## config.mk

```make
export PLATFORM = sky130hd
export DESIGN_NAME = pc_sequencer
export DESIGN_NICKNAME = d
export VERILOG_FILES = /design/src/rtl/pc_sequencer.sv
export SDC_FILE = /design/constraint.sdc
export NUM_CORES = 1
export LEC_CHECK = 0
export BUFFER_PORTS_ARGS = -buffer_cell sky130_fd_sc_hd__clkbuf_2
export CAP_MARGIN = 20
export CORE_ASPECT_RATIO = 2
export CORE_MARGIN = 2
export CORE_UTILIZATION = 35
export DETAILED_ROUTE_END_ITERATION = 8
export SLEW_MARGIN = 20
export SYNTH_ARGS = -nofsm -noshare
export SYNTH_HDL_FRONTEND = slang
export SYNTH_SLANG_ARGS = --single-unit
```

## constraint.sdc

```tcl
create_clock -name pc_clk -period 2.2 [get_ports pc_clk]
set_clock_uncertainty 0.05 [all_clocks]
set_input_delay 0.22 -clock pc_clk [delete_from_list [all_inputs] [get_ports pc_clk]]
set_output_delay 0.22 -clock pc_clk [all_outputs]
set_load 0.03 [all_outputs]
```

## src/rtl/pc_sequencer.sv

```systemverilog
// Fetch sequencer: walks the program counter through memory fetches and hands
// each instruction to the decoder. It also applies jump/call/return/rewind commands.
module pc_sequencer #(
  parameter int RAS_DEPTH = 4,
  parameter int ADDR_W    = 8
) (
  input  logic              pc_clk,
  input  logic              pc_rst,
  input  logic              start,
  input  logic              halt_req,
  output logic              mem_req,
  output logic [ADDR_W-1:0] mem_addr,
  input  logic              mem_ack,
  input  logic [7:0]        mem_data,
  output logic              instr_valid,
  output logic [7:0]        instr,
  input  logic              instr_ready,
  input  logic              br_valid,
  input  logic [1:0]        br_type,
  input  logic [ADDR_W-1:0] br_target,
  output logic              br_done,
  input  logic [ADDR_W-1:0] pc_value,
  output logic [ADDR_W-1:0] pc_load_val,
  output logic              pc_rd_en,
  output logic              pc_wr_en,
  output logic              pc_dir,
  output logic              pc_count,
  output logic              busy,
  output logic              stack_err
);

  localparam int SP_W  = $clog2(RAS_DEPTH + 1);
  localparam int IDX_W = $clog2(RAS_DEPTH);
  localparam logic [SP_W-1:0] SP_FULL = SP_W'(RAS_DEPTH);
  localparam logic [SP_W-1:0] SP_ONE  = SP_W'(1);

  localparam logic [1:0] BR_JUMP   = 2'b00;
  localparam logic [1:0] BR_CALL   = 2'b01;
  localparam logic [1:0] BR_RETURN = 2'b10;
  localparam logic [1:0] BR_REWIND = 2'b11;

  typedef enum logic [2:0] {
    S_IDLE,
    S_REQ,
    S_HOLD,
    S_ADV,
    S_BRANCH
  } state_t;

  state_t              state, state_nxt;
  logic                halt_pend;
  logic [7:0]          instr_q;
  logic [1:0]          br_type_q;
  logic [ADDR_W-1:0]   br_target_q;
  logic [ADDR_W-1:0]   ras [RAS_DEPTH];
  logic [SP_W-1:0]     sp;
  logic [IDX_W-1:0]    push_idx, top_idx;
  logic                stack_full, stack_empty;
  logic                do_push, do_pop, br_err;

  assign stack_full  = (sp == SP_FULL);
  assign stack_empty = (sp == '0);
  assign push_idx    = IDX_W'(sp);
  assign top_idx     = IDX_W'(sp - SP_ONE);

  assign do_push = (state == S_BRANCH) && (br_type_q == BR_CALL)   && !stack_full;
  assign do_pop  = (state == S_BRANCH) && (br_type_q == BR_RETURN) && !stack_empty;
  assign br_err  = (state == S_BRANCH) &&
                   (((br_type_q == BR_CALL) && stack_full) ||
                    ((br_type_q == BR_RETURN) && stack_empty));

  assign busy     = (state != S_IDLE);
  assign pc_rd_en = (state != S_IDLE);
  assign instr    = instr_q;

  always_comb begin
    state_nxt   = state;
    mem_req     = 1'b0;
    mem_addr    = '0;
    instr_valid = 1'b0;
    br_done     = 1'b0;
    pc_load_val = '0;
    pc_wr_en    = 1'b0;
    pc_dir      = 1'b0;
    pc_count    = 1'b0;
    case (state)
      S_IDLE: begin
        if (start) state_nxt = S_REQ;
      end
      S_REQ: begin
        mem_req  = 1'b1;
        mem_addr = pc_value;
        if (mem_ack) state_nxt = S_HOLD;
      end
      S_HOLD: begin
        instr_valid = 1'b1;
        if (instr_ready) state_nxt = br_valid ? S_BRANCH : S_ADV;
      end
      S_ADV: begin
        pc_count  = 1'b1;
        state_nxt = halt_pend ? S_IDLE : S_REQ;
      end
      S_BRANCH: begin
        br_done   = 1'b1;
        state_nxt = halt_pend ? S_IDLE : S_REQ;
        case (br_type_q)
          BR_JUMP: begin
            pc_wr_en    = 1'b1;
            pc_load_val = br_target_q;
          end
          BR_CALL: begin
            // A call that would overflow the stack degrades to a plain advance.
            if (stack_full) begin
              pc_count = 1'b1;
            end else begin
              pc_wr_en    = 1'b1;
              pc_load_val = br_target_q;
            end
          end
          BR_RETURN: begin
            if (stack_empty) begin
              pc_count = 1'b1;
            end else begin
              pc_wr_en    = 1'b1;
              pc_load_val = ras[top_idx];
            end
          end
          default: pc_dir = 1'b1;
        endcase
      end
      default: state_nxt = S_IDLE;
    endcase
  end

  always_ff @(posedge pc_clk or posedge pc_rst) begin
    if (pc_rst) begin
      state     <= S_IDLE;
      halt_pend <= 1'b0;
      sp        <= '0;
      stack_err <= 1'b0;
      instr_q   <= '0;
    end else begin
      state <= state_nxt;
      // A halt seen together with start still lets one instruction run.
      if ((state != S_IDLE) && (state_nxt == S_IDLE))
        halt_pend <= 1'b0;
      else if (halt_req && ((state != S_IDLE) || start))
        halt_pend <= 1'b1;
      if ((state == S_IDLE) && start)
        stack_err <= 1'b0;
      else if (br_err)
        stack_err <= 1'b1;
      if ((state == S_REQ) && mem_ack)
        instr_q <= mem_data;
      if (do_push)
        sp <= sp + SP_ONE;
      else if (do_pop)
        sp <= sp - SP_ONE;
    end
  end

  always_ff @(posedge pc_clk) begin
    if ((state == S_HOLD) && instr_ready && br_valid) begin
      br_type_q   <= br_type;
      br_target_q <= br_target;
    end
    if (do_push)
      ras[push_idx] <= pc_value + ADDR_W'(1);
  end

endmodule

```

==> results of run 1 <==
[cell type report]
class / instances / area [um2]
inverters: 18 / 67.6
well taps: 96 / 120
clock buffers: 9 / 225
multi-input cells: 107 / 1210
flip-flops and latches: 58 / 1660
repair buffers: 80 / 541
clock inverters: 7 / 60.1
fillers: 705 / 3940
[layer usage]
| layer | up-vias | wire length, um | part of all wire, % | track usage [%] |
|---|---|---|---|---|
| met5 | - | 0 | 0 | 0 |
| met4 | 0 | 95 | 1.7 | 7.56 |
| met3 | 7 | 291 | 5.3 | 3.28 |
| met2 | 67 | 2860 | 53 | 23.5 |
| met1 | 887 | 2200 | 40 | 16.4 |
| li1 | 859 | - | - | - |
[final timing paths]
check,to,slack (ns)
setup / recovery,pc_load_val[5],0.03
hold / removal,br_target_q[2]$_DFFE_PP_,0.03
setup reg to reg,ras[0][5]$_DFFE_PP_,0.28
hold reg to reg,instr[3]$_DFFE_PP0P_,0.46
max in group asynchronous,state[2]$_DFF_PP0_,1.21
min in group asynchronous,instr[2]$_DFFE_PP0P_,0.46
[through the flow]
stage          power [uW]  utilization (%)  cell area (um2)  worst slack, ns  std cells
6_report             4340             49.7             3890           0.0306        375
5_1_grt              4570             49.7             3890          -0.0618        375
4_1_cts              4380             48.9             3830          0.00451        373
3_5_place_dp         2990             43.2             3380            0.134        352
3_3_place_gp         2960             43.2             3380            0.191        352
2_1_floorplan        2650                -             2950          -0.0343        191
[layout by cell type, fill, tap and decap left out, types with 2 or more instances in the layout]
| master | count |
|---|---|
| clkinv_1 | 2 |
| clkbuf_2 | 57 |
| a21oi_1 | 4 |
| o21ai_0 | 6 |
| dfrtp_1 | 15 |
| ha_4 | 3 |
| o21ai_1 | 4 |
| and2_1 | 9 |
| xnor2_1 | 5 |
| o2bb2ai_4 | 8 |
| xor2_1 | 3 |
| inv_2 | 5 |
| nor2_1 | 4 |
| buf_4 | 12 |
| nand3_1 | 2 |
| nand3b_1 | 2 |
| buf_8 | 9 |
| nor2_4 | 2 |
| and3_1 | 5 |
| ha_1 | 6 |
| clkinv_2 | 3 |
| inv_1 | 13 |
| clkbuf_16 | 9 |
| edfxtp_1 | 42 |
| mux2_4 | 8 |
| nand2_1 | 7 |
| a21o_1 | 2 |
| mux4_2 | 8 |
[registers in the layout, indices dropped and copies added, names as in the netlist]
| name | cells |
|---|---|
| stack_err | 1 |
| ras | 32 |
| br_target_q | 8 |
| br_type_q | 2 |
| halt_pend | 1 |
| sp | 3 |
| state | 3 |
| instr | 8 |
[worst reg2reg max path: cells and delay by family (launching register included)]
| kind | cells | cell delay (ns) |
|---|---|---|
| adders and majority gates | 1 | 0.13 |
| buffers and inverters | 2 | 0.32 |
| and+or+nand+nor | 1 | 0.45 |
| AOI/OAI and AO/OA | 1 | 0.21 |
| DFF | 1 | 0.40 |
[cell families after synthesis]
kind of cell / after synthesis / synth area share [%]
fa+ha+maj: 10 / 4.48
xor+xnor: 8 / 2.51
flops: 58 / 59.5
mux: 18 / 11.5
simple gates: 43 / 9.82
compound gates: 28 / 6.81
buf+inv: 26 / 5.33
[power by group]
group	total (uW)	switching [uW]	internal, uW
registers	1420	94.2	1320
clock network	1300	440	858
logic	1630	951	676
total	4340	1490	2860
[what timing repair did]
action | 4_1_cts | 5_1_grt
resized for setup | 30 | 12
setup endpoints to repair | 8 | 8
hold buffers | 1 | 0
hold endpoints to repair | 16 | 0
pin swaps | 1 | 4
setup buffers | 4 | 2
==> results, run 1 <==
- The flow ran to the end, and the final reports show no timing, DRC or antenna violations.
- The routability congestion estimate is 0.782.
- The post-route netlist has between 50% and 60% of its cells at a drive strength greater than 1.
- For this run, the number of Yosys warnings is 0.
- The sum of negative setup slack is 0 ns.
- The number of antenna violations at the first check in global routing is 0.
- The proportion of register bits with asynchronous set or reset after synthesis is 27.6%.
- The max-slew violation total from the final report is 0.
- Among all cell types in the netlist, the one instantiated most often is edfxtp_1.
- For this run, the slowest stage of the critical path takes 0.40 ns.
- The worst-case IR drop observed on VDD is 932 uV.
- The largest individual stage delay along the critical path comes from the cell edfxtp_1.
- After detailed routing, the number of vias per cell comes to 4.85.
- The clock latency on the worst-skew pair is ~0.32 ns.
- Yosys attributes the largest share of cell area to edfxtp_1 45%, dfrtp_1 14%, mux4_2 6.5%.
- The origin of the worst min-delay path is br_target[2].
- The post-DP HPWL is 4.00 mm.
- For this run, the leading register cell type out of synthesis is edfxtp_1.
- The critical path runs through a total of 8 cells.
- The horizontal extent of the die is approximately 67 um.
- Setup repair after global routing could not meet its margin everywhere.
- The worst path required time is slightly below 2 ns.
- The worst setup path is captured at an output pin.
- The post-detailed-route wirelength per cell is 14.5 um.
- The highest attainable clock frequency is 461 MHz.
- The number of global-route vias before repair is 1,820.
- The worst-case reg-to-reg path depth is 5.
- The number of iterations in the first detailed-routing pass is 4.
- In this run, the number of DRC markers left after iteration 0 of detailed routing was 55.
- The startpoint identified for the worst register-to-register timing path is br_type_q[0]$_DFFE_PP_.
- On the final layout, the worst hold slack is roughly 0.028 ns.
- In the routed design, unresolved DRC markers number 0.
- The level count of the clock H-tree is 3.
- The critical path goes through buf_4 -> ha_4 -> a21boi_4 -> nor2_4 -> nor3_4 -> buf_12 -> o2bb2ai_4 -> buf_8.
- Data arrives at the worst endpoint at 1.90 ns.
- After synthesis the netlist holds a flip-flop and latch count of 58.
- Broken down by cell family, the worst path's largest delay share belongs to buffers and inverters.
- Synthesis handed over a netlist of 191 instances.
- The number of nets produced by synthesis is 234.
- The tool flagged a number of max-cap violations equal to 0.
- In this run, synthesis inferred 42 flip-flops with an integrated enable.
- After global routing the overflow that remains totals 0.
- The total routing usage reported by global routing is ~14%.
- The commonest cells after synthesis are 42 x edfxtp_1, 17 x inv_1, 16 x dfrtp_1.
- The largest net degree at the start of global routing is 17.
- The total of endpoints with negative setup slack in the final report is 0.
- For this block, the routed nets add up to 5.45 mm of wire.
- The critical path contains buffers and inverters numbering 3 combined.
- The cell area after synthesis is approximately 2800 um2.
- The portion of the post-synthesis area used by sequential elements is 59.5%.
- The sink count of the clock tree is 58.
- The number of clock buffers added by TritonCTS is 9.
- In this run the power density over the cells is between 1000 and 1500 nW/um2.
- The net total in the final layout is approximately 320.
- Summed over all instances, the cell type with the most area after synthesis is edfxtp_1.
- The static leakage is 0.00163 uW.
- The number of hold violations in the final report was 0.
- Measured along the y axis, the die boundary spans ~130 um.
- For the pin with the worst max-slew slack, the measured transition is ~0.61 ns.
- The longest clock path from root to sink contains 2 buffers.
- After synthesis, the largest area contributor takes up between 40% and 50% of total cell area.
- Input and output buffers added on the ports amount to 65.
- Along the worst hold path, the cell count comes to 1.
- The detail route stage leaves a number of antenna-violating nets equal to 0.
- The I/O pin count is 66.
- The floorplan has 46 rows.
- The TritonCTS clock tree is yes.
- Clock-pin slew was measured on the worst setup and hold paths at 0.05 ns.
- STA classifies the critical path startpoint as a flop.
- The number of antenna diodes in the final layout is 0.
- Tracing the worst setup path back leads to its startpoint at br_type_q[0]$_DFFE_PP_.
- After synthesis, the netlist uses 43 different library cells.
- The tree is rooted in a clkbuf_16.
- Of all nets on the critical path, the largest fanout is 8.
- The average instance in the mapped netlist occupies approximately 15 um2.
- The critical path class is reg2out.
- The worst path uses 98.6% of the clock period.
- The die area is 8750 um2.
- The total area inside the core boundary comes to 7830 um2.
- The global-route wire length before repair is 8.81 mm.
- The initial utilization of the core area, before any placement, comes to 35.7%.
- Subtracting the final worst setup slack from the clock period gives 2.17 ns.
- The layout overhead on the synthesized area is 39.4%.
- The worst hold-check path type is in2reg.
- The worst pin sits at a relative slew slack of 59.4%.
- The via total after detailed routing is 1,820.
No activity file was read; power rests on OpenSTA's default activity.
==> run 2: changes to the inputs <==
Settings changed: CELL_PAD_IN_SITES_DETAIL_PLACEMENT set to 1, CELL_PAD_IN_SITES_GLOBAL_PLACEMENT set to 1, PLACE_DENSITY_LB_ADDON set to 0.1.
==> run 2 against run 1 <==
Core utilization rose by 0.91 points. Maximum frequency down 0.27%. Clock power rose by 12%. Final area grew 1.8%. Sequential cell count unchanged. Final cell count rose by 1.9%. Global-route usage is 2.1 points higher. Non-clock buffer count grew 7. Worst hold slack worse by 0.0098 ns. Largest cell class unchanged. Largest power group unchanged.
==> results, run 2 (same netlist as run 1, synthesis figures left out) <==
- The run finished with clean final reports.
- Counting instances, the worst hold path has a depth of 1.
- Across the run, the number of max-cap violations was 0.
- The highest attainable clock frequency is 460 MHz.
- The launch point of the worst reg-to-reg path is br_type_q[0]$_DFFE_PP_.
- The type of origin of the critical path is a flop.
- Data on the critical path arrives at its endpoint at 1.91 ns.
- The internal power consumption is roughly 3000 uW.
- The I/O pin count is between 60 and 70.
- The number of hold violations in the final report is 0.
- Summing all non-filler instances in the final layout gives an area of 3960 um2.
- The worst-case reg-to-reg path depth is 7.
- The placed instance count is 358.
- Headroom to the max-slew limit came out at 58.0%.
- The core footprint is 7830 um2.
- The library cells used most frequently in the layout, excluding fill and tap cells, are 56 x clkbuf_2, 42 x edfxtp_1, 19 x buf_4, 16 x dfrtp_1, 13 x inv_1.
- Sequential cells burn 31.3% of the power.
- The number of standard cells in the layout, taps in and fillers out is between 300 and 400.
- Counting flops per register, the top entry is ras.
- The post-detailed-route wirelength per cell is 16.5 um.
- The maximum ir drop on the vdd rail is 1070 uV.
- The net count of the finished layout is 324.
- The max-slew violation total from the final report is 0.
- The power density over the cells is 1150 nW/um2.
- Once detailed placement completed, the half-perimeter wirelength came to 4.67 mm.
- The critical path class is reg2out.
- The most common library cell in the layout ignoring fill and taps is clkbuf_2.
- Clock tree synthesis selected as its root buffer the cell clkbuf_16.
- The total length of routed wires is 6.31 mm.
- STA classifies the critical path endpoint as an output pin.
- The clock slew seen by the registers of the worst setup and hold paths is 0.05 ns.
- The total placed instance area is 3430 um2.
- The total routing usage reported by global routing is between 15 and 20%.
- STA puts the critical path data required time at 1.93 ns.
- The die area is 8750 um2.
- The setup check on the worst reg-to-reg path leaves a slack of 0.41 ns.
- The routed via count divided by cell count is 4.89.
- The via total after detailed routing is 1,868.
- The static leakage is 0.00167 uW.
- The share of total power consumed by net switching is roughly a third.
- The clock reaches the later pin of the worst-skew pair after between 0.3 and 0.4 ns.
- For the pin with the worst max-slew slack, the measured transition is 0.630 ns.
- The total clock buffers created by CTS is 9.
- Combinational logic is responsible for 36.5% of the overall power.
- The tightest min-delay check is of the in2reg type.
- The count of buffers added on input and output ports is 65.
- The level count of the clock H-tree is 3.
- After the first detailed-routing iteration, the DRC count stood at 53.
- The global-route wire length before repair is a little over 10 mm.
- The power spent charging and discharging nets is 1550 uW.
- Subtracting the final worst setup slack from the clock period gives 2.18 ns.
- 0 antenna diodes ended up in the layout.
- The worst path uses 98.9% of the clock period.
- At the end of routability-driven placement, the weighted congestion stood at 0.747.
- The number of iterations in the first detailed-routing pass is 3.
- Cells with a size suffix above 1 make up 51.4% of the layout.
- The number of antenna violations at the first check in global routing came to 0.
- From bottom edge to top edge, the die measures between 100 and 150 um.
- The die is 67.2 um wide.
- The sink count of the clock tree is 58.
- The initial cell density of the core is 35.7%.
- After detailed routing, the number of remaining DRC violations is 0.
- The buffer levels on the longest clock path is 2.
- The total of endpoints with negative setup slack in the final report is 0.
- The initialized floorplan defines 46 standard-cell rows.
- For hold timing, the worst endpoint is br_target_q[0]$_DFFE_PP_.
- The number of global-route vias before repair is 2,008.
- In this run the worst path has a maximum fanout of 8.
- TritonCTS built the clock tree.
- The final total power is 4540 uW.
- Entering global routing, the biggest net connects 17 pins.
- For this run, the share of the core covered by cells in the final layout is between 50% and 60%.
- The residual antenna-violating net count after detailed routing is 0.
- In this run the critical register-to-register path is captured at ras[3][1]$_DFFE_PP_.
- The layout overhead on the synthesized area is 42.0%.
- Global routing finished with a remaining overflow of 0.
- In this run, the clock network consumes about a third of the power.
- Setup repair after global routing could not meet its margin everywhere.
- The origin of the worst min-delay path is br_target[0].
- The flip-flop count of the largest register, all copies and words added is 32.
## run 2: through the flow
stage               worst slack [ns]    TNS, ns  hold WS (ns)
floorplan                    -0.0343    -0.0845        0.0837
global placement               0.188          0         0.257
detailed placement             0.142          0         0.280
CTS                        -0.000701  -0.000701       0.00800
global route                 -0.0583     -0.176        0.0134
finish                        0.0246          0        0.0177
## run 2: routing by layer
layer  vias to the layer above  wire, um  GRT usage [%]
li1                        876         -              -
met1                       928      2560           19.6
met2                        54      3310           26.2
met3                        10       290           4.57
met4                         0       154           7.44
met5                         -         0              0
## run 2: critical path: stages, from the launching register on
cell	delay, ns
edfxtp_1	0.45
ha_2	0.27
or3_4	0.51
o2bb2ai_2	0.18
clkbuf_8	0.17
## run 2: area by class of cell
class                   instances  area, um2
repair buffers                 87        588
fillers                       826       3860
inverters                      18       67.6
clock inverters                 7       92.6
flip-flops and latches         58       1660
well taps                      96        120
clock buffers                   9        225
multi-input cells             107       1210
## run 2: timing repair
item                                   4_1_cts  5_1_grt
gates resized for setup                     32       11
hold buffers                                 1        0
buffers inserted                             4        4
setup endpoints to repair                    8        8
pin swaps                                    1        1
endpoints found under the hold margin       16        0
## run 2: worst max path at each step
stage | endpoint | depth (start not counted) | startpoint
floorplan | pc_load_val[0] | 7 | sp[0]$_DFFE_PP0P_
global placement | pc_load_val[4] | 8 | sp[0]$_DFFE_PP0P_
detailed placement | pc_load_val[2] | 8 | sp[0]$_DFFE_PP0P_
CTS | pc_load_val[2] | 8 | sp[1]$_DFFE_PP0P_
global route | pc_load_val[0] | 7 | sp[1]$_DFFE_PP0P_
finish | pc_load_val[0] | 4 | br_type_q[0]$_DFFE_PP_
## run 2: power groups by stage
stage	Sequential [uW]	Clock (uW)	Combinational [uW]
after floorplan	1560	0	1080
after global placement	1430	0	1570
after detailed placement	1430	0	1600
after CTS	1420	1500	1670
after global routing	1440	1550	1790
final	1420	1460	1660
